===== src/rtl/pe_seq_pkg.sv =====
// Shared types and constants for the pe context sequencer.
// State encodings, word widths and the null context.
package pe_seq_pkg;

   localparam int CFG_W  = 7;
   localparam int DATA_W = 16;

   typedef enum logic [1:0] {
      IDLE  = 2'd0,
      RUN   = 2'd1,
      DRAIN = 2'd2
   } state_t;

   localparam logic [CFG_W-1:0] CFG_NOP = '0;

endpackage


===== src/rtl/pe_seq_ctx_mem.sv =====
// Context register file for the pe sequencer.
// Synchronous write, asynchronous read, contents not reset.
module pe_seq_ctx_mem
   import pe_seq_pkg::*;
#(
   parameter int DEPTH = 16,
   parameter int AW    = 4
) (
   input  logic             clk,
   input  logic             we,
   input  logic [AW-1:0]    waddr,
   input  logic [CFG_W-1:0] wdata,
   input  logic [AW-1:0]    raddr,
   output logic [CFG_W-1:0] rdata
);

   logic [CFG_W-1:0] mem [DEPTH];

   // store one context word per accepted write
   always_ff @(posedge clk) begin
      if (we) mem[waddr] <= wdata;
   end

   assign rdata = mem[raddr];

endmodule


===== src/rtl/pe_ctx_sequencer.sv =====
// Per-tile context sequencer: streams stored contexts to one pe.
// Optional PE_SEQ_LOOP_EN adds loop_cnt for back-to-back repeat passes.
module pe_ctx_sequencer
   import pe_seq_pkg::*;
#(
   parameter int DEPTH  = 16,
   parameter int AW     = 4,
   parameter int PE_LAT = 1
) (
   input  logic              clk,
   input  logic              reset,
   input  logic              cfg_we,
   input  logic [AW-1:0]     cfg_addr,
   input  logic [CFG_W-1:0]  cfg_wdata,
   input  logic              start,
   input  logic [AW:0]       prog_len,
`ifdef PE_SEQ_LOOP_EN
   input  logic [7:0]        loop_cnt,
`endif
   input  logic [DATA_W-1:0] pe_out,
   output logic [CFG_W-1:0]  pex_config,
   output logic              ctx_valid,
   output logic              res_valid,
   output logic [DATA_W-1:0] res_data,
   output logic              busy,
   output logic              done,
   output logic              err
);

   localparam int CW = $clog2(PE_LAT + 1) + 1;

   state_t            state;
   state_t            state_nx;
   logic [AW-1:0]     pc;
   logic [AW-1:0]     last_pc;
   logic [CW-1:0]     cnt;
   logic [CFG_W-1:0]  rd;
   logic [PE_LAT-1:0] vld_sh;
   logic [PE_LAT:0]   vld_nx;
   logic              idle;
   logic              bad;
   logic              go;
   logic              wr_ok;
   logic              pass_end;
   logic              more;
   logic              last_issue;
   logic              drain_end;
   logic              hit;
   logic [CFG_W-1:0]  cfg_nx;
   logic              cv_nx;
   logic              busy_nx;
   logic              done_nx;
   logic              err_nx;

   // idle also excludes the done cycle, when state is already IDLE
   assign idle   = (state == IDLE) && !busy;
   assign bad    = (prog_len == '0) ||
                   (prog_len > (AW+1)'(DEPTH));
   assign go     = idle && start && !bad;
   assign wr_ok  = cfg_we && idle;

   assign pass_end   = (state == RUN) && (pc == last_pc);
   assign last_issue = pass_end && !more;
   assign drain_end  = (state == DRAIN) && (cnt == '0);

   assign vld_nx = {vld_sh, ctx_valid};
   assign hit    = vld_sh[PE_LAT-1];

`ifdef PE_SEQ_LOOP_EN
   logic [7:0] loops;

   assign more = (loops != 8'd0);

   // remaining repeat passes after the current one
   always_ff @(posedge clk or negedge reset) begin
      if (!reset) begin
         loops <= 8'd0;
      end else if (go) begin
         loops <= loop_cnt;
      end else if (pass_end && more) begin
         loops <= loops - 8'd1;
      end
   end
`else
   assign more = 1'b0;
`endif

   pe_seq_ctx_mem #(
      .DEPTH (DEPTH),
      .AW    (AW)
   ) u_mem (
      .clk   (clk),
      .we    (wr_ok),
      .waddr (cfg_addr),
      .wdata (cfg_wdata),
      .raddr (pc),
      .rdata (rd)
   );

   // state register
   always_ff @(posedge clk or negedge reset) begin
      if (!reset) state <= IDLE;
      else        state <= state_nx;
   end

   // next-state decode
   always_comb begin
      state_nx = state;
      unique case (state)
         IDLE:    if (go)         state_nx = RUN;
         RUN:     if (last_issue) state_nx = DRAIN;
         DRAIN:   if (drain_end)  state_nx = IDLE;
         default:                 state_nx = IDLE;
      endcase
   end

   // next values of the registered outputs
   always_comb begin
      cfg_nx  = CFG_NOP;
      cv_nx   = 1'b0;
      if (state == RUN) begin
         cfg_nx = rd;
         cv_nx  = 1'b1;
      end
      busy_nx = (state != IDLE);
      done_nx = drain_end;
      err_nx  = err | (cfg_we && !idle) |
                (start && idle && bad);
   end

   // output registers
   always_ff @(posedge clk or negedge reset) begin
      if (!reset) begin
         pex_config <= CFG_NOP;
         ctx_valid  <= 1'b0;
         busy       <= 1'b0;
         done       <= 1'b0;
         err        <= 1'b0;
      end else begin
         pex_config <= cfg_nx;
         ctx_valid  <= cv_nx;
         busy       <= busy_nx;
         done       <= done_nx;
         err        <= err_nx;
      end
   end

   // program counter, last index and drain countdown
   always_ff @(posedge clk or negedge reset) begin
      if (!reset) begin
         pc      <= '0;
         last_pc <= '0;
         cnt     <= '0;
      end else begin
         if (go) begin
            pc      <= '0;
            last_pc <= AW'(prog_len - (AW+1)'(1));
         end else if (pass_end) begin
            pc <= '0;
         end else if (state == RUN) begin
            pc <= pc + AW'(1);
         end
         if (last_issue) begin
            cnt <= CW'(PE_LAT);
         end else if ((state == DRAIN) && (cnt != '0)) begin
            cnt <= cnt - CW'(1);
         end
      end
   end

   // realign pe_out with the context that produced it
   always_ff @(posedge clk or negedge reset) begin
      if (!reset) begin
         vld_sh    <= '0;
         res_valid <= 1'b0;
         res_data  <= '0;
      end else begin
         vld_sh    <= vld_nx[PE_LAT-1:0];
         res_valid <= hit;
         if (hit) res_data <= pe_out;
      end
   end

endmodule


===== config.mk =====
export PLATFORM = sky130hd
export DESIGN_NAME = pe_ctx_sequencer
export DESIGN_NICKNAME = d
export VERILOG_FILES = /design/src/rtl/pe_seq_pkg.sv /design/src/rtl/pe_seq_ctx_mem.sv /design/src/rtl/pe_ctx_sequencer.sv
export SDC_FILE = /design/constraint.sdc
export NUM_CORES = 1
export LEC_CHECK = 0
export CAP_MARGIN = 20
export CORE_AREA = 2 2 109 111
export DETAILED_ROUTE_END_ITERATION = 6
export DIE_AREA = 0 0 111 113
export PLACE_DENSITY = 0.78
export SLEW_MARGIN = 20
export SYNTH_ARGS = -nofsm -noshare
export SYNTH_HDL_FRONTEND = slang
export SYNTH_SLANG_ARGS = --single-unit

===== constraint.sdc =====
create_clock -name clk -period 3.3 [get_ports clk]
set_input_delay 0.33 -clock clk [delete_from_list [all_inputs] [get_ports clk]]
set_output_delay 0.33 -clock clk [all_outputs]
set_load 0.02 [all_outputs]

==> results by group, run 1 <==
Routing
  – Via count: between 3000 and 4000
  – DR iter-0 viols: around 350
  – Drt total wl: ~12 mm
  – Final ANT Viol Nets: 0
  – Vias/cell: between 5 and 6
  – Drt wl/cell: 20.8 um
  – First-pass DRT Iterations: 5
  – Drt drc: 0

STA
  – Setup TNS: 0 ps
  – Final setup viols: 0
  – Min cycle time layout: around 2400 ps
  – Rel. slew slack: 0.272
  – RSZ-0062 raised after global routing: false
  – Fmax achieved: approximately 410 MHz
  – Period utilization: 0.734
  – Hold Fails Final Rpt: 0
  – Worst Skew: ~8.6 ps
  – Slew Viols, Final: 0
  – Min Hold Slack: slightly above 40 ps
  – Worst Tran Pin Value: roughly 1100 ps

Cells and area
  – Layout cells sized above 1: 0.152
  – Design Area, Final: approximately 7400 um2
  – Area growth syn-to-layout: 21.0%
  – Nets: between 400 and 500
  – Commonest non-fill, non-tap cell in the layout: edfxtp_1
  – Diode count: 0
  – Non-filler cells, final: 590
  – Commonest cells after routing, fill and taps aside: edfxtp_1, clkdlybuf4s50_1, dfrtp_1

Yosys
  – Yosys top cell area share: 0.547
  – Synth area leaders: edfxtp_1, dfrtp_1, mux2_2
  – Synthesized area per cell: between 15 and 20 um2
  – Cell variety after synth: between 40 and 50
  – Syn_nets: roughly 400
  – Register area share after synthesis: 0.714
  – Mapped cell area: a little over 6000 um2
  – Synth Register Bits: 153
  – Post-synthesis xor/xnor area fraction: 0.0114
  – Largest family of logic cells by synthesized area: multiplexers
  – Post-synthesis mux area share: 0.128
  – Yosys top cell by area: edfxtp_1
  – Post-synthesis cell count: between 300 and 400
  – Compound-Gate Fraction of Synth Area: 0.0586
  – Synthesis warning total: 0
  – Synth Area in Adders: 0.00611
  – Simple-gate share of the synthesized area: 0.0574

Clock tree
  – CTS sink count: approximately 150
  – CTS Buf Count: 17
  – Postcts setup bufs: 0
  – Clock Path Buffers: 2
  – Cts hold-fix bufs: 0
  – Resized Gates After CTS: 0
  – Clk slew on worst S/H paths: about 60 ps
  – Worst-Skew Late Latency: about 420 ps
  – Htree depth: 4
  – CTS tree: yes
  – Root buf cell: clkbuf_16

Place
  – Post-detail-place hpwl: between 8 and 9 mm
  – GP Congestion: 0.823
  – Cells after DPL: ~560
  – Placed inst area: roughly 6900 um2
  – PortBufs: 63

Floorplan
  – Initial core utilization: 0.545
  – Die Height: about 110 um
  – Die width: ~110 um
  – Rows: 39
  – Core area: around 11000 um2
  – Die area: 12500 um2
  – I/O pin count: 64

Critical path
  – CP peak stage delay: ~940 ps
  – Critical Path Sink Type: flop
  – Slowest cell on crit path: a2111oi_0
  – Worst Path Max Fanout: 37
  – CP Cell Sequence: mux2_1 -> o22ai_1 -> a2111oi_0 -> a31o_1
  – Critical path type: flop to flop
  – Crit path DAT: between 2000 and 3000 ps
  – CP Data Required Time: approximately 3700 ps
  – Worst setup SP type: flop

Power and ir drop
  – Static Leak: approximately 2.6 nW
  – Total power: between 6 and 7 mW
  – Max VDD drop: 0.000488 V
  – P per Cell Area: 822 nW/um2

Outcome
  – Outcome: completed

Global routing
  – Number of global-route vias before repair: between 3000 and 4000
  – Global-route wire length before repair: between 15 and 20 mm
  – GR Overflow Total: 0
  – All-Layer GR Usage: 0.207
  – Antenna violations before repair: 0
  – Largest net degree at the start of global routing: between 40 and 50

Run
  – Max_cap viols: 0

Min path
  – Worst Hold Class: input port to async pin
==> logic make-up after synthesis <==
| kind of cell | after synthesis |
|---|---|
| adder cells (fa/ha/maj) | 3 |
| AO/OA/AOI/OAI | 46 |
| AND/OR/NAND/NOR | 64 |
| buffers and inverters | 22 |
| flip-flops | 153 |
| multiplexers | 63 |
| XOR/XNOR | 8 |
==> per-stage QoR <==
step | worst slack, ps | util
after floorplan | 1190 | -
after global placement | 1040 | 0.611
after detailed placement | 988 | 0.611
after CTS | 1010 | 0.660
after global routing | 869 | 0.660
final | 877 | 0.660
==> worst max-delay path, delay by kind of cell, from the launching register on <==
kind | cells | cell delay, ps
mux | 1 | 260
flops | 1 | 850
compound gates | 3 | 1230
==> sequential cells by signal (all words and copies together), names as in the netlist <==
signal	count
busy	1
cnt	2
ctx_valid	1
done	1
err	1
hit	1
last_pc	4
pc	4
pex_config	7
res_data	16
res_valid	1
state	2
u_mem.mem	112
==> routing by layer <==
metal | vias up | track usage | wire length (um)
li1 | 1551 | - | -
met1 | 1705 | 0.262 | 4970
met2 | 206 | 0.333 | 5840
met3 | 36 | 0.0557 | 1040
met4 | 0 | 0.108 | 414
met5 | - | 0 | 0
==> worst paths after layout <==
path                           start            end  slack [ps]  cells past startpoint
hold reg to reg            ctx_valid            hit         380                      0
min in group clk           ctx_valid            hit         380                      0
setup / recovery               pc[0]  pex_config[3]         880                      4
hold / removal                 reset       state[1]          40                      1
setup reg to reg               pc[0]  pex_config[3]         880                      4
max in group asynchronous      reset          pc[0]        2650                      1
==> final cells by class <==
| class | instances | area (um2) |
|---|---|---|
| sequential | 153 | 4390 |
| fill | 756 | 3830 |
| multi-input combinational | 184 | 1610 |
| timing repair buffer | 70 | 678 |
| clock buffer | 18 | 429 |
| tap | 143 | 179 |
| clock inverter | 14 | 123 |
| inverter | 8 | 30.0 |
==> cell usage after synthesis (all sizes together) <==
cell type  instances
a2111oi            6
a211o              1
a211oi             6
a21o               1
a21oi              1
a22oi              9
a31o               6
a31oi              1
a32o               1
a41o               1
and2               1
and3               1
buf               12
clkbuf             2
dfrtp             41
edfxtp           112
ha                 3
inv                8
mux2              32
mux2i             23
mux4               8
nand2              8
nand2b            10
nand3              4
nand4              2
nand4b             2
nor2              17
nor2b              7
nor3               6
nor3b              3
o211ai             2
o21ai              3
o22ai              6
o2bb2ai            1
o31ai              1
or2                2
or3                1
xnor2              5
xor2               3
==> power by group <==
| part | internal, mW | switching (mW) | total [mW] | leakage [nW] |
|---|---|---|---|---|
| combinational | 0.880 | 0.849 | 1.73 | 0.871 |
| clock | 1.04 | 0.743 | 1.78 | 0.260 |
| sequential | 2.33 | 0.281 | 2.61 | 1.51 |
| total | 4.24 | 1.87 | 6.11 | 2.64 |
Power figures use the tool's default switching activity.
==> inputs of run 2 (changes only) <==
==> constraint.sdc (replaced) <==
create_clock -name clk -period 2.3 [get_ports clk]
set_input_delay 0.23 -clock clk [delete_from_list [all_inputs] [get_ports clk]]
set_output_delay 0.23 -clock clk [all_outputs]
set_load 0.02 [all_outputs]
==> results by group, run 2 (synthesis results as in run 1) <==
Clock tree
  – Worst-Skew Late Latency: 410 ps (about the same)
  – Cts hold-fix bufs: 1 (+1)
  – Clk slew on worst S/H paths: 60 ps (about the same)
  – Root buf cell: clkbuf_16
  – Htree depth: 4 (unchanged)
  – CTS Buf Count: 17 (unchanged)
  – Resized Gates After CTS: 0 (unchanged)
  – Clock Path Buffers: 2 (unchanged)
  – Postcts setup bufs: 0 (unchanged)
  – CTS tree: yes
  – CTS sink count: 153 (unchanged)

Critical path
  – Critical Path Sink Type: flop
  – Worst path depth: 6 (+2)
  – R2R setup slack: 210 ps (-670 ps)
  – Path depth of the worst reg2reg path: 6 (+2)
  – Buf+Inv Stages, Crit Path: 2 (+2)
  – Worst Path Max Fanout: 20 (-46%)
  – CP peak stage delay: 610 ps (-330 ps)
  – Slowest cell on crit path: a2111oi_0
  – R2r endpoint: pex_config[4]
  – Worst setup SP type: flop
  – Crit path DAT: 2440 ps (-330 ps)
  – Delay-heaviest family, CP: compound AO/OA/AOI/OAI gates
  – FF-to-FF Start: pc[0]
  – CP Data Required Time: 2650 ps (-1000 ps)
  – Critical path type: flop to flop
  – CP Cell Sequence: buf_12 -> mux2_1 -> o22ai_1 -> a2111oi_0 -> buf_4 -> a31o_1

Global routing
  – Global-route wire length before repair: 19.2 mm (+0.47%)
  – All-Layer GR Usage: 0.204 (-0.00242)
  – Number of global-route vias before repair: 3538 (-0.92%)
  – GR Overflow Total: 0 (unchanged)
  – Largest net degree at the start of global routing: 42 (unchanged)
  – Antenna violations before repair: 0 (unchanged)

Place
  – Post-detail-place hpwl: 8.26 mm (+1.8%)
  – GP Congestion: 0.898 (+9.1%)
  – PortBufs: 63 (unchanged)

Routing
  – DR iter-0 viols: 349 (+0.29%)
  – Drt drc: 0 (unchanged)
  – Vias/cell: 5.68 (-4.2%)
  – Final ANT Viol Nets: 0 (unchanged)
  – First-pass DRT Iterations: 5 (unchanged)
  – Via count: 3489 (-0.26%)
  – Drt total wl: 12.2 mm (-0.78%)
  – Drt wl/cell: 19.8 um (-4.7%)

STA
  – Setup TNS: 0 ps (unchanged)
  – RSZ-0062 raised after global routing: false
  – Fmax achieved: 478 MHz (+16%)
  – Worst Tran Pin Value: 907 ps (-158 ps)
  – Min cycle time layout: 2090 ps (-333 ps)
  – Slew Viols, Final: 0 (unchanged)
  – Worst Skew: 6.00 ps (-2.61 ps)
  – Final setup viols: 0 (unchanged)
  – Min Hold Slack: 372 ps (+331 ps)
  – Period utilization: 0.909 (+0.175)
  – Hold Fails Final Rpt: 0 (unchanged)
  – Rel. slew slack: 0.396 (+0.124)

Floorplan
  – Die area: 12500 um2 (unchanged)
  – Die Height: 113 um (unchanged)
  – Rows: 39 (unchanged)
  – Initial core utilization: 0.545 (unchanged)
  – Die width: 111 um (unchanged)
  – I/O pin count: 64 (unchanged)
  – Core area: 11300 um2 (unchanged)

Cells and area
  – Nets: 497 (+5.1%)
  – Biggest regs: u_mem.mem: 112 flops, res_data: 16 flops, pex_config: 7 flops
  – Commonest cells after routing, fill and taps aside: edfxtp_1, clkdlybuf4s50_1, dfrtp_1
  – Footprint of the multi-input gates: 1610 um2 (unchanged)
  – Diode count: 0 (unchanged)
  – Commonest non-fill, non-tap cell in the layout: edfxtp_1
  – Register area: 4390 um2 (unchanged)
  – Area growth syn-to-layout: 24.9%
  – Layout cells sized above 1: 0.193 (+0.0411)
  – Fill cells: 741 (-2.0%)
  – Max reg flops: 112 (unchanged)
  – Most flops, register: u_mem.mem

Run
  – Max_cap viols: 0 (unchanged)

Power and ir drop
  – P per Cell Area: 1190 nW/um2 (+44%)
  – Max VDD drop: 0.000680 V (+39%)
  – Static Leak: 2.78 nW (+5.5%)

Min path
  – WHS Endpoint: hit
  – Worst Hold Class: flop to flop
  – Hold Path Cell Cnt: 0
  – HP Start: ctx_valid

Outcome
  – Outcome: completed
run 2: cell types whose count changed in the layout (fill, tap and decap cells not counted), sizes merged:
cell,previous run,this run
clkbuf,18,19
clkinvlp,3,5
bufinv,1,3
dlygate4sd3,0,1
buf,8,31
inv,11,8
clkinv,7,5
run 2: worst max-delay path by stage:
stage	slack (ps)	start	endpoint
after floorplan	190	busy	u_mem.mem[0][0]
final	210	pc[0]	pex_config[4]
after detailed placement	210	pc[0]	pex_config[4]
after CTS	190	pc[0]	pex_config[4]
after global placement	250	pc[0]	pex_config[4]
after global routing	130	pc[0]	pex_config[4]
run 2: final cells by class:
class | count | share of cell area
clock inverters | 13 | 0.0200
well taps | 143 | 0.0233
multi-input cells | 184 | 0.210
inverters | 8 | 0.00391
flip-flops and latches | 153 | 0.571
clock buffers | 19 | 0.0564
repair buffers | 94 | 0.115
run 2: worst register-to-register path, delay by kind of cell (launching register included):
| kind | cells | cell delay [ps] |
|---|---|---|
| DFF | 1 | 540 |
| buffers and inverters | 2 | 440 |
| muxes | 1 | 230 |
| AOI/OAI and AO/OA | 3 | 810 |
run 2: stage by stage:
stage | cell area [um2] | power [mW] | setup WS, ps | std cells | utilization
6_report | 7680 | 9.11 | 210 | 614 | 0.682
5_1_grt | 7680 | 9.53 | 132 | 614 | 0.682
4_1_cts | 7680 | 9.17 | 186 | 614 | 0.682
3_5_place_dp | 7090 | 6.44 | 214 | 581 | 0.629
3_3_place_gp | 7090 | 6.34 | 248 | 581 | 0.629
2_1_floorplan | 6150 | 5.44 | 185 | 359 | -
run 2: metal layers:
metal  GRT usage  up-vias  share of wire
met1       0.275     1735           0.43
met5           0        -              0
met3      0.0541       15          0.074
li1            -     1603              -
met4      0.0808        0          0.016
met2       0.324      136           0.48
run 2: report_power, final:
part	internal (mW)	switching [mW]
clock	1.69	1.04
sequential	3.34	0.332
combinational	1.37	1.33
total	6.40	2.70
==> inputs of run 3 (changes only) <==
--- a/config.mk
+++ b/config.mk
@@ -7,6 +7,7 @@
 export LEC_CHECK = 0
 export CAP_MARGIN = 20
 export CORE_AREA = 2 2 109 111
+export CTS_CLUSTER_SIZE = 8
 export DETAILED_ROUTE_END_ITERATION = 6
 export DIE_AREA = 0 0 111 113
 export PLACE_DENSITY = 0.78
==> results of run 3 <==
Final layout, timing and power as in run 2 (identical DEF).
